### config.mk
export PLATFORM = sky130hd
export DESIGN_NAME = fifo_sc_prog
export DESIGN_NICKNAME = d
export VERILOG_FILES = /design/src/rtl/fifo_sc_prog.sv
export SDC_FILE = /design/constraint.sdc
export NUM_CORES = 1
export LEC_CHECK = 0
export ABC_AREA = 1
export CAP_MARGIN = 20
export CORE_MARGIN = 2
export CORE_UTILIZATION = 35
export CTS_BUF_LIST = sky130_fd_sc_hd__clkbuf_16
export DETAILED_ROUTE_END_ITERATION = 6
export DONT_BUFFER_PORTS = 1
export PLACE_DENSITY_LB_ADDON = 0.05
export SYNTH_ARGS = -nofsm -noshare
export SYNTH_HDL_FRONTEND = slang
export SYNTH_SLANG_ARGS = --single-unit
### constraint.sdc
create_clock -name clk -period 1.8 [get_ports clk]
set_input_delay 0.27 -clock clk [delete_from_list [all_inputs] [get_ports clk]]
set_output_delay 0.27 -clock clk [all_outputs]
set_load 0.02 [all_outputs]
### src/rtl/fifo_sc_prog.sv
// fifo_sc_prog: single-clock FIFO with any depth, programmable thresholds,
// occupancy level, synchronous flush, sticky error flags and read+write pass-through.
//
// Parameters
//   WIDTH      data word width
//   DEPTH      storage entries (2..1024, any integer)
//   SHOW_AHEAD 1: head entry always on q; 0: q loads one cycle after an accepted read
//   LW         width of level / threshold ports (derived)
//
// Ports
//   clk, rst_n             clock (rising edge), asynchronous active-low reset
//   flush                  synchronous discard of all contents (beats wen/ren)
//   wen, data              write request and write data
//   ren, q                 read request and registered read data
//   af_thresh, ae_thresh   almost-full / almost-empty thresholds, 0 disables
//   level                  current entry count 0..DEPTH
//   full, empty            count == DEPTH / count == 0
//   almost_full            level >= af_thresh (threshold nonzero)
//   almost_empty           level <= ae_thresh (threshold nonzero)
//   err_clr                clears the sticky error flags
//   overflow, underflow    sticky: write dropped / read requested while empty
module fifo_sc_prog #(
    parameter int WIDTH      = 8,
    parameter int DEPTH      = 6,
    parameter int SHOW_AHEAD = 1,
    parameter int LW         = $clog2(DEPTH + 1)
) (
    input  logic             clk,
    input  logic             rst_n,
    input  logic             flush,
    input  logic             wen,
    input  logic             ren,
    input  logic [WIDTH-1:0] data,
    output logic [WIDTH-1:0] q,
    input  logic [LW-1:0]    af_thresh,
    input  logic [LW-1:0]    ae_thresh,
    output logic [LW-1:0]    level,
    output logic             full,
    output logic             empty,
    output logic             almost_full,
    output logic             almost_empty,
    input  logic             err_clr,
    output logic             overflow,
    output logic             underflow
);

    localparam int            PW       = (DEPTH > 1) ? $clog2(DEPTH) : 1;
    localparam logic [PW-1:0] LAST_IDX = PW'(DEPTH - 1);
    localparam logic [LW-1:0] DEPTH_L  = LW'(DEPTH);
    localparam logic [LW-1:0] ONE_L    = LW'(1);
    localparam logic [LW-1:0] TWO_L    = LW'(2);

    logic [WIDTH-1:0] mem [DEPTH];

    logic [PW-1:0]    rd_ptr_reg;
    logic [PW-1:0]    wr_ptr_reg;
    logic [PW-1:0]    rd_ptr_inc;
    logic [PW-1:0]    wr_ptr_inc;
    logic [LW-1:0]    level_reg;
    logic [WIDTH-1:0] q_reg;
    logic             overflow_reg;
    logic             underflow_reg;

    logic             rd_ok;
    logic             wr_ok;
    logic             ovf_set;
    logic             udf_set;

    // Status flags are decoded straight from the registered count.
    assign empty        = (level_reg == '0);
    assign full         = (level_reg == DEPTH_L);
    assign level        = level_reg;
    assign almost_full  = (af_thresh != '0) && (level_reg >= af_thresh);
    assign almost_empty = (ae_thresh != '0) && (level_reg <= ae_thresh);
    assign q            = q_reg;
    assign overflow     = overflow_reg;
    assign underflow    = underflow_reg;

    // A full FIFO still takes a write when a read frees a slot in the same cycle.
    assign rd_ok   = ren && !empty && !flush;
    assign wr_ok   = wen && !flush && (!full || rd_ok);
    assign ovf_set = wen && !wr_ok && !flush;
    assign udf_set = ren && empty && !flush;

    // Wrap by explicit compare so non-power-of-2 depths work.
    assign rd_ptr_inc = (rd_ptr_reg == LAST_IDX) ? '0 : rd_ptr_reg + PW'(1);
    assign wr_ptr_inc = (wr_ptr_reg == LAST_IDX) ? '0 : wr_ptr_reg + PW'(1);

    // Storage: plain array, no reset, so it maps onto block RAM.
    always_ff @(posedge clk) begin
        if (wr_ok) begin
            mem[wr_ptr_reg] <= data;
        end
    end

    always_ff @(posedge clk or negedge rst_n) begin
        if (!rst_n) begin
            rd_ptr_reg <= '0;
            wr_ptr_reg <= '0;
        end else if (flush) begin
            rd_ptr_reg <= '0;
            wr_ptr_reg <= '0;
        end else begin
            if (rd_ok) rd_ptr_reg <= rd_ptr_inc;
            if (wr_ok) wr_ptr_reg <= wr_ptr_inc;
        end
    end

    always_ff @(posedge clk or negedge rst_n) begin
        if (!rst_n) begin
            level_reg <= '0;
        end else if (flush) begin
            level_reg <= '0;
        end else begin
            case ({wr_ok, rd_ok})
                2'b10:   level_reg <= level_reg + ONE_L;
                2'b01:   level_reg <= level_reg - ONE_L;
                default: level_reg <= level_reg;
            endcase
        end
    end

    // A new error event in the clearing cycle keeps the flag set.
    always_ff @(posedge clk or negedge rst_n) begin
        if (!rst_n) begin
            overflow_reg  <= 1'b0;
            underflow_reg <= 1'b0;
        end else begin
            if (ovf_set)      overflow_reg <= 1'b1;
            else if (err_clr) overflow_reg <= 1'b0;
            if (udf_set)      underflow_reg <= 1'b1;
            else if (err_clr) underflow_reg <= 1'b0;
        end
    end

    generate
        if (SHOW_AHEAD != 0) begin : g_show_ahead
            // q tracks the head entry. rd_ok/wr_ok are already false during
            // flush, so q simply holds (its value is don't-care while empty).
            always_ff @(posedge clk or negedge rst_n) begin
                if (!rst_n) begin
                    q_reg <= '0;
                end else if (empty && wr_ok) begin
                    q_reg <= data;
                end else if (rd_ok && (level_reg >= TWO_L)) begin
                    q_reg <= mem[rd_ptr_inc];
                end else if (rd_ok && wr_ok) begin
                    // Single entry leaving while a new one arrives: the
                    // incoming word becomes the head.
                    q_reg <= data;
                end
            end
        end else begin : g_registered
            always_ff @(posedge clk or negedge rst_n) begin
                if (!rst_n) begin
                    q_reg <= '0;
                end else if (rd_ok) begin
                    q_reg <= mem[rd_ptr_reg];
                end
            end
        end
    endgenerate

endmodule

==> impl_metrics.toml, run 1 <==
[outcome]
status = "finished, violations left"
violations = "setup timing"

[yosys]
synth_seq_area_share_pct = 58.9
yosysTopAreaCell = "edfxtp_1"
synth_area_per_cell_um2 = 9.72
synth_warnings = 0
syn_inst = 335
ys_top_cells_by_area = "edfxtp_1, dfrtp_1, nand2_1, nor2_1, inv_1"
synth-edff-count = 48
synth-seq-cells = 67
yosysMostFrequentCell = "nand2_1"
netlist_area_mm2 = 0.00326
synth_common_cells = "nand2_1, edfxtp_1, nor2_1"
async_flop_share_pct = 28.4
synth_ff_type = "edfxtp_1"
synth_top_area_share_pct = 44.3
synth_nets = 362
synth_cell_types = 30

[pwr]
seq_power_share_pct = 37.2
p_int_uw = 3730
clkPwrFrac_pct = 36.6
switching_share_pct = 31.8
finalPower_uw = 5470
p_sw_uw = 1740
combPwrFrac_pct = 26.2
p_leak_uw = 0.00171
max-vdd-ir-drop_mv = 0.484
powerDensity_mw_per_mm2 = 1360

[worst_setup_path]
crit_type = "flip-flop to output pin"
critPathRequiredTime_ns = 1.53
crit_path_start_kind = "flip-flop"
endpoint_kind = "output pin"
critPathArrivalTime_ns = 1.54
cp_max_fo = 4

[timing]
setup_viol = 1
max_freq_mhz = 553
worstMarginPinSlew_ns = 0.933
slew_headroom_pct = 37.6
fin_skew_ns = 0.00699
hold_violations = 0
drv_slew = 0
rsz0062_at_grt = "true"
post-route-min-period_ns = 1.81
fin_ws_ns = -0.00779
layout_worst_path_cycle_share_pct = 100
whs_ns = 0.0342

[floorplanning]
die_area_mm2 = 0.0101
die-width_um = 100
start_util_pct = 35.6
die_y_um = 100
io-pin-count = 37
rows = 35
core_mm2 = 0.00915

[place]
pre_cts_ws_ns = 0.0716
portBuffers = 0
dp_hpwl_um = 5570
gp_congestion = 0.741

[clock_tree]
clockRootBuffer = "clkbuf_16"
h-tree-depth = 3
cts_sinks = 67
clk_pin_slew_ns = 0.06
cts_buffers = 9
clk_latency_ns = 0.33
cts_tree = "done"
cts_max_path_buffers = 2

[route]
viasPerCell = 4.76
antenna_left = 0
vias = 2283
finalWirelength_um = 7760
drc = 0
drt_iter0_drc = 95
first_pass_iters = 4
wl_per_cell_um = 16.2

[final_layout]
drive_above_1_share_pct = 26.0
nets = 392
seq_area_mm2 = 0.00192
syn_to_final_growth_pct = 23.9
largest_reg_flops = 48
antenna_cells = 0
multi_input_area_mm2 = 0.00128
fill_cells = 894

[global_routing]
grt_first_pass_wirelength_um = 12400
grtUsageTotal_pct = 16.6
grt_max_degree = 24
grt_pass1_vias = 2233
grt_antenna_before_repair = 0
overflow = 0

[run]
cap_violations = 0

[min_path]
hold_path.class = "input port to flip-flop"
per-stage QoR:
step | util [%] | setup TNS (ns) | area [um^2] | instances
2_1_floorplan | - | -3.25 | 3270 | 335
3_3_place_gp | 38.5 | 0 | 3520 | 460
3_5_place_dp | 38.5 | 0 | 3520 | 460
4_1_cts | 43.5 | -0.0244 | 3980 | 479
5_1_grt | 44.1 | -0.149 | 4030 | 480
6_report | 44.1 | -0.00779 | 4030 | 480
cell type report:
cell class / instances / share of cell area [%]
Clock buffer: 9 / 5.58
Clock inverter: 6 / 2.82
Inverter: 36 / 3.38
Multi-Input combinational cell: 226 / 31.8
Sequential cell: 67 / 47.6
Tap cell: 111 / 3.44
Timing Repair Buffer: 25 / 5.40
layer usage:
metal	up-vias	GRT usage (%)	share of wire, %
met4	0	6.22	1.6
met2	57	25.5	45
met5	-	0	0
met1	1061	23.0	48
met3	11	3.97	5.2
li1	1154	-	-
kinds of logic (layout without fill, tap and decap cells):
family | after synthesis | in the layout | synth area share [%]
flops | 67 | 67 | 58.9
compound gates | 36 | 36 | 7.15
xor+xnor | 2 | 2 | 0.538
buf+inv | 42 | 76 | 5.65
fa+ha+maj | 7 | 7 | 2.92
simple gates | 181 | 181 | 24.9
final timing paths:
kind | depth (start not counted) | endpoint | from | slack [ns]
hold / removal | 0 | mem[1][3] | data[3] | 0.03
setup reg to reg | 10 | level[2] | level[1] | 0.03
hold reg to reg | 2 | wr_ptr_reg[2] | wr_ptr_reg[2] | 0.57
max in group asynchronous | 1 | level[1] | rst_n | 0.64
setup / recovery | 6 | almost_empty | level[1] | -0.008
min in group asynchronous | 1 | level[0] | rst_n | 0.53
timing repair:
action	4_1_cts	5_1_grt
setup buffers	3	1
pin swaps	5	4
gates resized for setup	13	12
endpoints found under the hold margin	19	0
endpoints found under the setup margin	2	3
hold buffers	1	0
gates cloned	0	0
power by group through the flow:
stage	clock, uW	combinational, uW	sequential [uW]
2_1_floorplan	0	857	2080
3_3_place_gp	0	1250	2070
3_5_place_dp	0	1260	2070
4_1_cts	2050	1360	2040
5_1_grt	2110	1620	2050
6_report	2000	1430	2030
worst max-delay path, cell delays in order, from the launching register on:
cell     delay (ns)
dfrtp_2        0.42
buf_6          0.14
ha_4           0.27
nand2_2        0.05
o21ai_2        0.11
a21oi_1        0.07
buf_4          0.16
cells in the final DEF (no fill, tap or decap), types with 3 or more instances in the layout:
cell,n
nor3_1,4
nand3_1,20
a21oi_1,11
dfrtp_1,17
o22ai_1,3
inv_1,26
or2_2,3
ha_4,6
nor2_1,32
inv_2,9
buf_4,20
nand2_2,7
nor2_4,4
edfxtp_1,48
clkbuf_16,9
nor2_2,4
o21ai_0,8
bufinv_16,3
nand2_4,4
nand2_1,100
a21oi_2,8
(Power assumes the default switching activity.)
==> run 2: changes to the inputs <==
clock period = 2 ns   (was 1.8 ns; I/O delays follow)
==> impl_metrics.toml, run 2 (synthesized netlist as in run 1, its figures left out) <==
[outcome]
status = "completed"

[final_layout]
nets = 388
multi_input_area_mm2 = 0.00118
syn_to_final_growth_pct = 18.3
final_cell_mix = "nand2_1, edfxtp_1, nor2_1"
antenna_cells = 0
largest_reg_flops = 48
fill_cells = 888
final_common_cell = "nand2_1"
drive_above_1_share_pct = 20.8
stdcell_count = 477
fin_util_pct = 42.1
seq_area_mm2 = 0.00192

[worst_setup_path]
crit_type = "flip-flop to output pin"
crit_path_start_kind = "flip-flop"
worst-r2r-setup-slack_ns = 0.15
endpoint_kind = "output pin"
critPathRequiredTime_ns = 1.70
cp_max_fo = 7
critPathArrivalTime_ns = 1.59

[pwr]
combPwrFrac_pct = 24.0
powerDensity_mw_per_mm2 = 1200
clkPwrFrac_pct = 36.6
seq_power_share_pct = 39.5
switching_share_pct = 32.5
p_leak_uw = 0.00167
max-vdd-ir-drop_mv = 0.475
p_int_uw = 3110
p_sw_uw = 1500

[timing]
fin_skew_ns = 0.00774
slew_headroom_pct = 41.4
hold_violations = 0
whs_ns = 0.0616
drv_slew = 0
fin_tns_setup_ns = 0
post-route-min-period_ns = 1.89
rsz0062_at_grt = "false"
max_freq_mhz = 529
worstMarginPinSlew_ns = 0.877
setup_viol = 0
layout_worst_path_cycle_share_pct = 94.5
fin_ws_ns = 0.110

[min_path]
hold_path.class = "input port to flip-flop"

[clock_tree]
cts_sinks = 67
clk_pin_slew_ns = 0.06
cts_tree = "done"
clk_latency_ns = 0.33
cts_max_path_buffers = 2
cts_buffers = 9
h-tree-depth = 3
clockRootBuffer = "clkbuf_16"

[global_routing]
grt_pass1_vias = 2290
grt_antenna_before_repair = 0
grt_max_degree = 24
grt_first_pass_wirelength_um = 12400
grtUsageTotal_pct = 16.4
overflow = 0

[route]
vias = 2248
viasPerCell = 4.71
drt_iter0_drc = 124
finalWirelength_um = 7550
drc = 0
first_pass_iters = 4
wl_per_cell_um = 15.8
antenna_left = 0

[place]
dp.cells = 456
dp_hpwl_um = 5320
portBuffers = 0
pre_cts_ws_ns = 0.154
gp_congestion = 0.750

[floorplanning]
core_mm2 = 0.00915
die_area_mm2 = 0.0101
die-width_um = 100
io-pin-count = 37
start_util_pct = 35.6
rows = 35
die_y_um = 100

[run]
cap_violations = 0
run 2: changes by cell type in the layout (fill, tap and decap cells not counted), sizes merged:
cell,previous run,this run
inv,36,37
clkinv,1,2
bufinv,3,2
buf,24,20
run 2: metal layers:
| layer | track usage [%] | routed length (um) | up-vias |
|---|---|---|---|
| li1 | - | - | 1156 |
| met5 | 0 | 0 | - |
| met4 | 5.37 | 106 | 0 |
| met1 | 23.4 | 3710 | 1026 |
| met3 | 3.20 | 452 | 9 |
| met2 | 25.1 | 3280 | 57 |
run 2: final cells by class:
| cell class | instances | share of cell area (%) |
|---|---|---|
| timing repair buffer | 21 | 4.25 |
| multi-input combinational | 226 | 30.6 |
| sequential | 67 | 49.8 |
| tap | 111 | 3.61 |
| clock inverter | 7 | 2.40 |
| clock buffer | 9 | 5.85 |
| inverter | 36 | 3.54 |
run 2: what timing repair did:
action / 4_1_cts / 5_1_grt
hold buffers: 1 / 0
resized for setup: 0 / 6
setup buffers: 0 / 4
endpoints found under the setup margin: 0 / 2
endpoints found under the hold margin: 19 / 0
run 2: power groups by stage:
| stage | clock network, uW | logic [uW] | registers (uW) |
|---|---|---|---|
| 2_1_floorplan | 0 | 768 | 1860 |
| 3_3_place_gp | 0 | 1040 | 1850 |
| 3_5_place_dp | 0 | 1050 | 1850 |
| 4_1_cts | 1710 | 1060 | 1820 |
| 5_1_grt | 1770 | 1270 | 1850 |
| 6_report | 1690 | 1110 | 1820 |
run 2: final timing paths:
check,startpoint,depth (start not counted),to
setup / recovery,level[1],6,almost_full
hold / removal,data[7],0,mem[3][7]
setup reg to reg,level[0],11,level[2]
hold reg to reg,wr_ptr_reg[2],2,wr_ptr_reg[2]
max in group asynchronous,rst_n,1,level[2]
min in group asynchronous,rst_n,1,q[4]
run 2: worst max-delay path: stages (launching register included):
cell and delay (ns):
dfrtp_1 0.40, buf_6 0.16, ha_1 0.29, a21oi_2 0.12, nor2_1 0.05, o32ai_1 0.10, inv_1 0.16
run 2: through the flow:
step	total power, uW	cell area (um^2)
detailed placement	2900	3470
CTS	4600	3800
floorplan	2630	3260
global placement	2890	3470
global route	4890	3850
finish	4610	3850
==> run 3: changes to the inputs <==
--- a/config.mk
+++ b/config.mk
@@ -10,3 +10,3 @@
 export CORE_MARGIN = 2
-export CORE_UTILIZATION = 35
+export CORE_UTILIZATION = 43
 export CTS_BUF_LIST = sky130_fd_sc_hd__clkbuf_16
@@ -15,2 +15,3 @@
 export PLACE_DENSITY_LB_ADDON = 0.05
+export SLEW_MARGIN = 15
 export SYNTH_ARGS = -nofsm -noshare
==> constraint.sdc (replaced) <==
create_clock -name clk -period 2 [get_ports clk]
set_input_delay 0.4 -clock clk [delete_from_list [all_inputs] [get_ports clk]]
set_output_delay 0.4 -clock clk [all_outputs]
set_load 0.02 [all_outputs]
==> impl_metrics.toml, run 3 (synthesized netlist as in run 1, its figures left out) <==
[worst_setup_path]
worst-r2r-setup-slack_ns = 0.11
r2r_cells = 10
critPathArrivalTime_ns = 1.53
crit_chain = "buf_6 > ha_4 > nand2_1 > o21ai_1 > a21oi_1 > buf_4"
cp_slowest_cell = "dfrtp_1"
timing.rr.start = "level[2]"
cp_max_fo = 7
critPathRequiredTime_ns = 1.60
endpoint_kind = "output pin"
r2r-end = "level[2]"
cpPeakStageDelay_ns = 0.38
crit_path_start_kind = "flip-flop"
crit_type = "flip-flop to output pin"

[route]
drt_iter0_drc = 156
dr.max_layer_used = "met4"
finalWirelength_um = 6930
wl_met2_um = 3080
vias = 2337
antenna_left = 0
drc = 0
wl_met1_um = 3490
wl_per_cell_um = 14.9
first_pass_iters = 4
viasPerCell = 5.02
dr_wl_met3_um = 263

[timing]
setup_viol = 0
worstMarginPinSlew_ns = 0.912
drv_slew = 0
layout_worst_path_cycle_share_pct = 96.3
post-route-min-period_ns = 1.93
fin_ws_ns = 0.0731
rsz0062_at_grt = "false"
max_freq_mhz = 519
fin_tns_setup_ns = 0
fin_skew_ns = 0.00428
whs_ns = 0.169
slew_headroom_pct = 39.0
hold_violations = 0

[pwr]
p_sw_uw = 1480
combPwrFrac_pct = 25.6
p_int_uw = 3010
max-vdd-ir-drop_mv = 0.566
powerDensity_mw_per_mm2 = 1160
clkPwrFrac_pct = 33.8
switching_share_pct = 32.9
p_leak_uw = 0.00167
seq_power_share_pct = 40.6

[global_routing]
grtUsageTotal_pct = 18.0
grt_antenna_before_repair = 0
overflow = 0
grt_max_degree = 24
grt_first_pass_wirelength_um = 11400
grt_pass1_vias = 2236

[run]
cap_violations = 0

[min_path]
worstHoldEndpoint = "mem[1][2]"
hold_path.class = "input port to flip-flop"
whs_path_depth = 0
min_from = "data[2]"

[final_layout]
final_cell_mix = "nand2_1, edfxtp_1, nor2_1"
antenna_cells = 0
syn_to_final_growth_pct = 18.5
drive_above_1_share_pct = 22.3
final_common_cell = "nand2_1"
largest_reg_flops = 48
nets = 389
stdcell_count = 466

[clock_tree]
h-tree-depth = 3
cts_max_path_buffers = 2
clk_latency_ns = 0.32
clk_pin_slew_ns = 0.06
cts_sinks = 67
cts_buffers = 9
cts_tree = "done"
clockRootBuffer = "clkbuf_16"

[outcome]
status = "completed"

[floorplanning]
die_area_mm2 = 0.00828
die_y_um = 91.0
die-width_um = 91.0
start_util_pct = 44.6
core_mm2 = 0.00729
io-pin-count = 37
rows = 31

[place]
gp_congestion = 0.734
dp_hpwl_um = 4760
dp.cells = 443
portBuffers = 0
pre_cts_ws_ns = 0.201
run 3: final cells by class:
class                      count  area (um^2)
clock buffer                   9          225
timing repair buffer          22          175
fill                         677         3430
multi-input combinational    226         1220
tap                           99          124
clock inverter                 7         62.6
sequential                    67         1920
inverter                      36          136
run 3: worst max path at each step:
stage / depth (start not counted) / end / start
after CTS: 6 / almost_full / level[1]
after global placement: 9 / level[2] / level[2]
final: 6 / almost_empty / level[1]
after detailed placement: 9 / level[2] / level[2]
after floorplan: 5 / mem[0][0] / level[2]
after global routing: 6 / almost_empty / level[1]
run 3: critical path: cells and delay by family, from the launching register on:
kind	cells	cell delay (ns)
adder cells (fa/ha/maj)	1	0.27
flip-flops	1	0.38
AO/OA/AOI/OAI	2	0.19
AND/OR/NAND/NOR	1	0.05
buffers and inverters	2	0.32
run 3: power by group through the flow:
stage / combinational [uW] / sequential (uW) / clock, uW
2_1_floorplan: 768 / 1860 / 0
3_3_place_gp: 1030 / 1840 / 0
3_5_place_dp: 1030 / 1850 / 0
4_1_cts: 1090 / 1820 / 1550
5_1_grt: 1310 / 1840 / 1610
6_report: 1150 / 1820 / 1520
run 3: stage by stage:
stage	instance area [um^2]	power (uW)	util [%]
final	3860	4490	52.9
after global routing	3860	4760	52.9
after CTS	3800	4460	52.1
after detailed placement	3450	2880	47.3
after global placement	3450	2870	47.3
after floorplan	3260	2630	-
run 3: routing by layer:
layer	vias up	track usage (%)
li1	1154	-
met1	1117	25.4
met2	57	27.6
met3	9	3.49
met4	0	7.20
met5	-	0
run 3: timing repair:
item / CTS / global route
endpoints found under the hold margin: 19 / 0
resized for setup: 6 / 7
setup endpoints to repair: 2 / 3
gates cloned: 0 / 0
hold buffers: 1 / 0
pin swaps: 3 / 4
buffers inserted: 3 / 3
